===== config.mk =====
export PLATFORM = sky130hd
export DESIGN_NAME = uart_rx_flat
export DESIGN_NICKNAME = d
export VERILOG_FILES = /design/src/rtl/uart_pkg.sv /design/src/rtl/uart_rx_if.sv /design/src/rtl/uart_rx_data_sampling.sv /design/src/rtl/uart_rx.sv /design/src/flat_wrapper.sv
export SDC_FILE = /design/constraint.sdc
export NUM_CORES = 1
export LEC_CHECK = 0
export CAP_MARGIN = 30
export CORE_MARGIN = 4
export CORE_UTILIZATION = 50
export DETAILED_ROUTE_END_ITERATION = 7
export GPL_ROUTABILITY_DRIVEN = 0
export PLACE_DENSITY_LB_ADDON = 0.08
export REMOVE_ABC_BUFFERS = 1
export SYNTH_ARGS = -nofsm -noshare
export SYNTH_HDL_FRONTEND = slang
export SYNTH_HIERARCHICAL = 1
export SYNTH_SLANG_ARGS = --single-unit
export TNS_END_PERCENT = 10

===== constraint.sdc =====
create_clock -name CLK -period 2.59 [get_ports CLK]
set_input_delay 0.777 -clock CLK [delete_from_list [all_inputs] [get_ports CLK]]
set_output_delay 0.777 -clock CLK [all_outputs]
set_load 0.02 [all_outputs]

===== src/rtl/uart_pkg.sv =====
// Shared UART framing definitions: receiver FSM encoding, legal oversampling ratios, line levels.
// Pure declarations, no logic; the line-level constants are shared with the transmitter side.
package uart_pkg;

    typedef enum logic [2:0] {
        IDLE   = 3'd0,
        START  = 3'd1,
        DATA   = 3'd2,
        PARITY = 3'd3,
        STOP   = 3'd4
    } state_t;

    localparam int PRESC_8  = 8;
    localparam int PRESC_16 = 16;
    localparam int PRESC_32 = 32;

    localparam logic START_BIT = 1'b0;
    localparam logic STOP_BIT  = 1'b1;

    // Unsupported ratios fall back to x8 so a bad setting still yields a usable bit clock.
    function automatic int legal_prescale(input int p);
        if (p == PRESC_16 || p == PRESC_32) begin
            return p;
        end
        return PRESC_8;
    endfunction

endpackage


===== src/rtl/uart_rx_if.sv =====
// Receiver result bus: parallel word plus one-cycle valid / error strobes.
// Strobe-only signalling, there is no ready; the consumer must take each strobe when it occurs.
interface uart_rx_if #(
    parameter int WIDTH = 8
);
    logic [WIDTH-1:0] P_DATA;
    logic             DATA_VALID;
    logic             PAR_ERR;
    logic             STP_ERR;

    modport master (output P_DATA, DATA_VALID, PAR_ERR, STP_ERR);
    modport slave  (input  P_DATA, DATA_VALID, PAR_ERR, STP_ERR);
endinterface


===== src/rtl/uart_rx_data_sampling.sv =====
// Three-point oversampler around mid-bit with a 2-of-3 majority vote.
// Vote is valid from edge_cnt = P/2+2 of each bit; no backpressure, samples every bit period.
module data_sampling #(
    parameter int PRESC_W = 6
) (
    input  logic               CLK,
    input  logic               RST,
    input  logic               RX_IN,
    input  logic [PRESC_W-1:0] edge_cnt,
    input  logic [PRESC_W-1:0] prescale,
    output logic               sampled_bit
);

    logic [PRESC_W-1:0] mid;
    logic [2:0]         smp;

    assign mid = prescale >> 1;

    always_ff @(posedge CLK or negedge RST) begin
        if (!RST) begin
            smp <= 3'b000;
        end else begin
            if (edge_cnt == mid - PRESC_W'(1)) smp[0] <= RX_IN;
            if (edge_cnt == mid)               smp[1] <= RX_IN;
            if (edge_cnt == mid + PRESC_W'(1)) smp[2] <= RX_IN;
        end
    end

    assign sampled_bit = (smp[0] & smp[1]) | (smp[0] & smp[2]) | (smp[1] & smp[2]);

endmodule


===== src/rtl/uart_rx.sv =====
// UART receiver: oversampled framing FSM, LSB-first deserialiser, parity and stop checks.
// Strobe (2+WIDTH+PAR_EN)*P+1 cycles after start detect, +2 with UART_RX_SYNC_EN (2-flop RX_IN synchroniser).
// No backpressure: results are one-cycle strobes and the next start edge is accepted in the strobe cycle.
module uart_rx
    import uart_pkg::*;
#(
    parameter int WIDTH   = 8,
    parameter int PRESC_W = 6
) (
    input  logic               CLK,
    input  logic               RST,
    input  logic               RX_IN,
    input  logic [PRESC_W-1:0] PRESCALE,
    input  logic               PAR_EN,
    input  logic               PAR_TYP,
    uart_rx_if.master          rx_out
);

    localparam int BIT_W = (WIDTH > 1) ? $clog2(WIDTH) : 1;

    logic               rx_s;
    state_t             state;
    logic [PRESC_W-1:0] edge_cnt;
    logic [BIT_W-1:0]   bit_cnt;
    logic [WIDTH-1:0]   shreg;
    logic [PRESC_W-1:0] presc_q;
    logic               par_en_q;
    logic               par_typ_q;
    logic               par_fail;
    logic               sampled_bit;

    logic [WIDTH-1:0]   p_data_q;
    logic               data_valid_q;
    logic               par_err_q;
    logic               stp_err_q;

    logic               bit_end;
    logic               last_bit;
    logic               take_start;
    logic               par_exp;

`ifdef UART_RX_SYNC_EN
    logic [1:0] sync_q;

    always_ff @(posedge CLK or negedge RST) begin
        if (!RST) begin
            sync_q <= 2'b11;
        end else begin
            sync_q <= {sync_q[0], RX_IN};
        end
    end

    assign rx_s = sync_q[1];
`else
    assign rx_s = RX_IN;
`endif

    data_sampling #(
        .PRESC_W (PRESC_W)
    ) u_sampling (
        .CLK         (CLK),
        .RST         (RST),
        .RX_IN       (rx_s),
        .edge_cnt    (edge_cnt),
        .prescale    (presc_q),
        .sampled_bit (sampled_bit)
    );

    assign bit_end  = (edge_cnt == presc_q - PRESC_W'(1));
    assign last_bit = (bit_cnt == BIT_W'(WIDTH - 1));
    assign par_exp  = (^shreg) ^ par_typ_q;

    // A line already low at the stop-bit end is the next start bit: go straight to START
    // so full-rate traffic keeps its bit alignment instead of slipping a cycle per frame.
    assign take_start = (rx_s == START_BIT) &&
                        ((state == IDLE) || ((state == STOP) && bit_end));

    always_ff @(posedge CLK or negedge RST) begin
        if (!RST) begin
            state        <= IDLE;
            edge_cnt     <= '0;
            bit_cnt      <= '0;
            shreg        <= '0;
            presc_q      <= PRESC_W'(PRESC_8);
            par_en_q     <= 1'b0;
            par_typ_q    <= 1'b0;
            par_fail     <= 1'b0;
            p_data_q     <= '0;
            data_valid_q <= 1'b0;
            par_err_q    <= 1'b0;
            stp_err_q    <= 1'b0;
        end else begin
            data_valid_q <= 1'b0;
            par_err_q    <= 1'b0;
            stp_err_q    <= 1'b0;

            if (take_start) begin
                presc_q   <= PRESC_W'(legal_prescale(int'(PRESCALE)));
                par_en_q  <= PAR_EN;
                par_typ_q <= PAR_TYP;
            end

            if (state == IDLE || bit_end) begin
                edge_cnt <= '0;
            end else begin
                edge_cnt <= edge_cnt + PRESC_W'(1);
            end

            case (state)
                IDLE: begin
                    bit_cnt  <= '0;
                    par_fail <= 1'b0;
                    if (take_start) state <= START;
                end

                START: begin
                    if (bit_end) begin
                        state <= (sampled_bit == START_BIT) ? DATA : IDLE;
                    end
                end

                DATA: begin
                    if (bit_end) begin
                        shreg <= {sampled_bit, shreg[WIDTH-1:1]};
                        if (last_bit) begin
                            bit_cnt <= '0;
                            state   <= par_en_q ? PARITY : STOP;
                        end else begin
                            bit_cnt <= bit_cnt + BIT_W'(1);
                        end
                    end
                end

                PARITY: begin
                    if (bit_end) begin
                        par_fail <= (sampled_bit != par_exp);
                        state    <= STOP;
                    end
                end

                STOP: begin
                    if (bit_end) begin
                        if (sampled_bit == STOP_BIT && !par_fail) begin
                            p_data_q     <= shreg;
                            data_valid_q <= 1'b1;
                        end
                        par_err_q <= par_fail;
                        stp_err_q <= (sampled_bit != STOP_BIT);
                        par_fail  <= 1'b0;
                        bit_cnt   <= '0;
                        state     <= take_start ? START : IDLE;
                    end
                end

                default: state <= IDLE;
            endcase
        end
    end

    assign rx_out.P_DATA     = p_data_q;
    assign rx_out.DATA_VALID = data_valid_q;
    assign rx_out.PAR_ERR    = par_err_q;
    assign rx_out.STP_ERR    = stp_err_q;

endmodule


===== src/flat_wrapper.sv =====
// flat-port wrapper written by rule: the top's interface ports become plain ports
module uart_rx_flat import uart_pkg::*;
#(
    parameter int WIDTH   = 8,
    parameter int PRESC_W = 6
)
  (CLK, RST, RX_IN, PRESCALE, PAR_EN, PAR_TYP, rx_out_P_DATA, rx_out_DATA_VALID, rx_out_PAR_ERR, rx_out_STP_ERR);
  uart_rx_if #(.WIDTH(WIDTH)) rx_out_i ();
  input  logic CLK;
  input  logic RST;
  input  logic RX_IN;
  input  logic [PRESC_W-1:0] PRESCALE;
  input  logic PAR_EN;
  input  logic PAR_TYP;
  output wire logic [$bits(rx_out_i.P_DATA)-1:0] rx_out_P_DATA;
  output wire logic [$bits(rx_out_i.DATA_VALID)-1:0] rx_out_DATA_VALID;
  output wire logic [$bits(rx_out_i.PAR_ERR)-1:0] rx_out_PAR_ERR;
  output wire logic [$bits(rx_out_i.STP_ERR)-1:0] rx_out_STP_ERR;
  assign rx_out_P_DATA = rx_out_i.P_DATA;
  assign rx_out_DATA_VALID = rx_out_i.DATA_VALID;
  assign rx_out_PAR_ERR = rx_out_i.PAR_ERR;
  assign rx_out_STP_ERR = rx_out_i.STP_ERR;
  uart_rx #(.WIDTH(WIDTH), .PRESC_W(PRESC_W)) u_core (.CLK(CLK), .RST(RST), .RX_IN(RX_IN), .PRESCALE(PRESCALE), .PAR_EN(PAR_EN), .PAR_TYP(PAR_TYP), .rx_out(rx_out_i));
endmodule

* Word level (Yosys, flattened, before mapping)
Index checks and enable logic that the tools add are counted.
** Operators by class
- Add/sub/neg operators :: 5
- $mul :: 0
- Divide/modulo/power cells :: 0
- Order comparisons :: 0
- Equality and inequality tests :: 18
- Shift operators :: 0
- Mux-type cells :: 29
- Bitwise operators :: 8
- Reduce and logical (&&, ||, !) cells :: 16
** Operators with widths (number)
- 3-bit two-way mux :: 10
- 6-bit == test :: 3
- 6-bit two-way mux :: 3
- 3-bit case mux with 5 select lines :: 1
- 6-bit == test (second input constant) :: 2
- 1-bit two-way mux :: 12
- 2-bit by 1-bit inequality test with 1-bit output (second input constant) :: 6
- 3-bit case mux with 3 select lines :: 1
- 3-bit AND reduction :: 3
- 8-bit XOR reduction :: 1
- 5-bit by 1-bit adder with 6-bit output (second input constant) :: 1
- 6-bit by 1-bit adder with 6-bit output (second input constant) :: 1
- 3-bit by 2-bit == test with 1-bit output (second input constant) :: 2
- 3-bit == test (second input constant) :: 2
- 6-bit by 5-bit == test with 1-bit output :: 1
- 6-bit AND reduction :: 1
- 3-bit nonzero test :: 2
- 5-bit by 1-bit subtractor with 6-bit output (second input constant) :: 1
- 6-bit by 1-bit subtractor with 6-bit output (second input constant) :: 1
- 3-bit by 1-bit adder with 3-bit output (second input constant) :: 1
- 1-bit bitwise AND :: 3
- 3-bit by 1-bit == test with 1-bit output (second input constant) :: 1
- 1-bit logical AND :: 3
- 3-bit logical NOT :: 1
- other kinds (9) :: 13
** Storage, ports and cells
- Bits in registers :: 43
- Bits in latches :: 0
- RAM bits :: 0
- ROM bits :: 0
- Logic and storage cells :: 91
- Memories kept :: 0

* Longest topological paths before layout
- Word-level depth :: 8
- Depth in mapped cells :: 9
- Gate-level depth less buffers :: 8

* By module
Netlist, hierarchy kept.
** By module, submodules not included
- uart_rx :: times used 1, cells each 170, area an instance 2015.7 µm², seq. area each 1002.2 µm²
- data_sampling :: times used 1, cells each 50, area an instance 429.2 µm², seq. area each 75.1 µm²

* Worst setup path after synthesis
OpenSTA, ideal clock, no wires.
- Path type :: reg-to-reg
- Start :: register u_core.presc_q[1]
- End :: register u_core.p_data_q[0] (netlist: u_core/rx_out.P_DATA[0])
- Setup time :: 0.125 ns
- Arrival time :: 2.392 ns
- Required time :: 2.465 ns
- Path slack :: 0.073 ns
- Stages on the path, launching flop included :: 10
- Period minus slack after synthesis :: 2.517 ns
- Cell sequence :: dfrtp_1 > inv_1 > ha_1 > nand2b_1 > o211a_1 > o31ai_2 > nand4_2 > or3b_1 > buf_6 > mux2_4
** Between the ends
- Word-level cells in the longest chain between the ends :: 3
** RTL lines
- from (decl) :: line uart_rx.sv:26 : logic [PRESC_W-1:0] presc_q;
- from (signal assigned) :: line uart_rx.sv:84 : presc_q <= PRESC_W'(PRESC_8);
- from (signal assigned) :: line uart_rx.sv:98 : presc_q <= PRESC_W'(legal_prescale(int'(PRESCALE)));
- 6-bit by 1-bit subtractor with 6-bit output :: line uart_rx.sv:69 : assign bit_end = (edge_cnt == presc_q - PRESC_W'(1));
- 6-bit == test :: line uart_rx.sv:69
- 3-bit AND reduction (no line)
- to (signal assigned) :: line uart_rx.sv:144 : p_data_q <= shreg;
- to (decl) :: line uart_rx.sv:32 : logic [WIDTH-1:0] p_data_q;
Every way passes these cells.
A chain may end at the register's enable or synchronous reset.

* Worst setup path in the final report
- Start :: register u_core.presc_q[0]
- End :: register u_core.presc_q[5]
** Between the ends
- Word-level cells in the longest chain between the ends :: 5
** RTL lines
- 6-bit by 1-bit subtractor with 6-bit output :: line uart_rx.sv:69
- 6-bit == test :: line uart_rx.sv:69
- 1-bit logical AND :: line uart_rx.sv:76 : ((state == IDLE) || ((state == STOP) && bit_end));
- 1-bit logical OR :: line uart_rx.sv:76
- 1-bit logical AND :: line uart_rx.sv:75 : assign take_start = (rx_s == START_BIT) &&
Every way passes these cells.

==> impl_metrics.env <==
export IMPL_status="complete, no violations"
export IMPL_use_met3_pct=3.36
export IMPL_die_y_um=77.9
export IMPL_drive_gt1_share_pct=21.4
export IMPL_antenna_found_initial=0
export IMPL_synth_ff_type="dfrtp_1"
export IMPL_portBuffers=21
export IMPL_vias=1738
export IMPL_setup_viol=0
export IMPL_post_cts_setup_buffers=0
export IMPL_postCtsResizedCells=0
export IMPL_ys_ff_latch=43
export IMPL_drtPass1Iterations=4
export IMPL_yosysUniqueCellTypes=53
export IMPL_rsz0062_at_grt="no"
export IMPL_crit_family="compound AO/OA/AOI/OAI gates"
export IMPL_worstSetupEndpointType="register"
export IMPL_tightest_slew_ns=0.819
export IMPL_yosysWarnings=6
export IMPL_hold_viol=0
export IMPL_min_period_ns=2.43
export IMPL_worst_setup_path_start_kind="register"
export IMPL_netlist_instances=220
export IMPL_n_fill_cell=375
export IMPL_critPathArrivalTime_ns=2.62
export IMPL_hpwl_um=3480
export IMPL_grt_busiest_layer="met2"
export IMPL_most_common_layout_cells="42 x dfrtp_1, 20 x clkdlybuf4s50_1, 19 x nor2_1, 19 x xnor2_1, 13 x inv_1"
export IMPL_fin_crit_sh_pct=93.8
export IMPL_io_pins=22
export IMPL_cts_tree="done"
export IMPL_met2_usage_pct=29.6
export IMPL_grt_pass1_vias=1789
export IMPL_clock_tree_buffer_depth=2
export IMPL_peakVddDrop_uv=465
export IMPL_drtAntennaViolNets=0
export IMPL_use_met1_pct=20.5
export IMPL_nets=268
export IMPL_critPathKind="reg2reg"
export IMPL_cts_root_buf="clkbuf_8"
export IMPL_setup_tns_final_ns=0
export IMPL_clock_latency_ns=0.29
export IMPL_cts_max_level=2
export IMPL_grt_first_pass_wirelength_um=8200
export IMPL_final_core_util_pct=61.2
export IMPL_cp_max_fo=8
export IMPL_die_w_um=77.9
export IMPL_drtIter0Drc=171
export IMPL_hold_ws_ns=0.499
export IMPL_ys_async_sr_fraction_pct=100
export IMPL_final_setup_skew_ns=0.00577
export IMPL_gr_total_overflow=0
export IMPL_initial_core_util_pct=51.8
export IMPL_power_mw=2.21
export IMPL_avgSynthCellArea_um2=11.1
export IMPL_grt_max_degree=44
export IMPL_fp_row_count=25
export IMPL_required_ns=2.78
export IMPL_cts_sinks=43
export IMPL_slew_limit_headroom_pct=45.0
export IMPL_cp_slowest_cell="a2111o_2"
export IMPL_postRouteWirelength_um=4570
export IMPL_powerDensity_mw_per_mm2=764
export IMPL_num_antenna_cells=0
export IMPL_hold_buffers=0
export IMPL_post_drt_wl_per_cell_um=14.3
export IMPL_drc=0
export IMPL_cap_violations=0
export IMPL_p_leak_nw=1.36
export IMPL_syn_area_mm2=0.00244
export IMPL_max_freq_mhz=412
export IMPL_cts_buffers=5
export IMPL_path_buf_inv=1
export IMPL_avgViaCountPerCell=5.45
export IMPL_synth_edf_count=0
export IMPL_ys_seq_area_share_pct=44.1
export IMPL_dieArea_mm2=0.00607
export IMPL_path_clk_slew_ns=0.08
export IMPL_track_usage_pct=16.7
export IMPL_worstHoldPathType="reg2reg"
export IMPL_max_stage_delay_ns=0.61
export IMPL_path_cells="inv_1 -> ha_1 -> nand2b_1 -> o211a_1 -> o31ai_2 -> nand2_2 -> a2111o_2 -> mux2_4"
export IMPL_final_common_cell="dfrtp_1"
export IMPL_slew_viol_final=0
export IMPL_area_growth_pct=18.3
export IMPL_core_area_mm2=0.00472
[metrics by stage]
step	instances	cell area (µm²)	worst slack, ns
detailed placement	311	2770	0.0576
CTS	319	2890	0.0393
finish	319	2890	0.160
global placement	311	2770	0.129
global route	319	2890	0.0255
floorplan	211	2390	-0.0587
[per-layer routing]
layer / share of wire (%) / wire length, µm
met5: 0 / 0
met4: 1.2 / 57
met3: 3.7 / 168
met2: 52 / 2400
met1: 43 / 1950
[flip-flops by register name, indices dropped and copies added (netlist names)]
register / cells
u_core/par_en_q: 1
u_core/rx_out.DATA_VALID: 1
u_core/par_typ_q: 1
u_core/rx_out.PAR_ERR: 1
u_core/u_sampling/smp: 3
u_core/rx_out.STP_ERR: 1
u_core/bit_cnt: 3
u_core/edge_cnt: 6
u_core/presc_q: 6
u_core/rx_out.P_DATA: 8
u_core/par_fail: 1
u_core/shreg: 8
u_core/state: 3
[layout make-up]
cell class	instances	area, µm²	share of cell area, %
Clock buffer	5	68.8	2.38
Clock inverter	3	46.3	1.60
Timing Repair Buffer	33	295	10.2
Sequential cell	43	1080	37.3
Multi-Input combinational cell	155	1270	44.0
Inverter	13	48.8	1.69
Tap cell	67	83.8	2.90
[worst register-to-register path: cells and delay by family, from the launching register on]
kind	cells	cell delay, ns
compound gates	3	1.06
flops	1	0.37
mux	1	0.33
simple gates	2	0.28
fa+ha+maj	1	0.22
buf+inv	1	0.05
[Yosys cell counts (2+ instances only)]
cell / count / area (µm²)
dfrtp_1: 42 / 1050
nor2_1: 19 / 71.3
xnor2_1: 19 / 166
inv_1: 13 / 48.8
mux2_4: 12 / 180
mux2_2: 10 / 113
xor2_1: 10 / 87.6
nand3_1: 8 / 40.0
ha_1: 6 / 75.1
nand2_1: 6 / 22.5
nor3_1: 6 / 30.0
a21oi_1: 5 / 25.0
clkbuf_1: 4 / 15.0
nand2b_1: 4 / 25.0
a31oi_1: 3 / 18.8
and2_1: 3 / 18.8
nor3b_1: 3 / 22.5
o21ai_0: 3 / 15.0
or4_1: 3 / 22.5
a22o_1: 2 / 17.5
buf_2: 2 / 10.0
buf_6: 2 / 22.5
nand3b_1: 2 / 15.0
nand4_1: 2 / 12.5
nor3_2: 2 / 20.0
o31ai_1: 2 / 15.0
[report_power, final]
part	switching (mW)	total, mW	internal, mW
Combinational	0.394	0.775	0.381
Sequential	0.131	0.906	0.775
Clock	0.238	0.528	0.290
[worst paths after layout]
check | startpoint | end | slack, ns | cells after the start
max reg2reg | u_core/presc_q[0] | u_core/presc_q[5] | 0.16 | 8
min | u_core/u_sampling/smp[1] | u_core/u_sampling/smp[1] | 0.50 | 1
max | u_core/presc_q[0] | u_core/presc_q[5] | 0.16 | 8
max in group asynchronous | RST | u_core/presc_q[3] | 1.67 | 2
min reg2reg | u_core/u_sampling/smp[1] | u_core/u_sampling/smp[1] | 0.50 | 1
min in group asynchronous | RST | u_core/rx_out.DATA_VALID | 0.54 | 2
[kinds of logic after synthesis]
kind of cell / Yosys count / share of synthesized area (%)
multiplexers: 24 / 12.8
buffers and inverters: 22 / 4.09
AND/OR/NAND/NOR: 65 / 15.1
XOR/XNOR: 31 / 11.7
adder cells (fa/ha/maj): 7 / 3.48
AO/OA/AOI/OAI: 28 / 8.65
flip-flops: 43 / 44.1
Power figures use the tool's default switching activity.
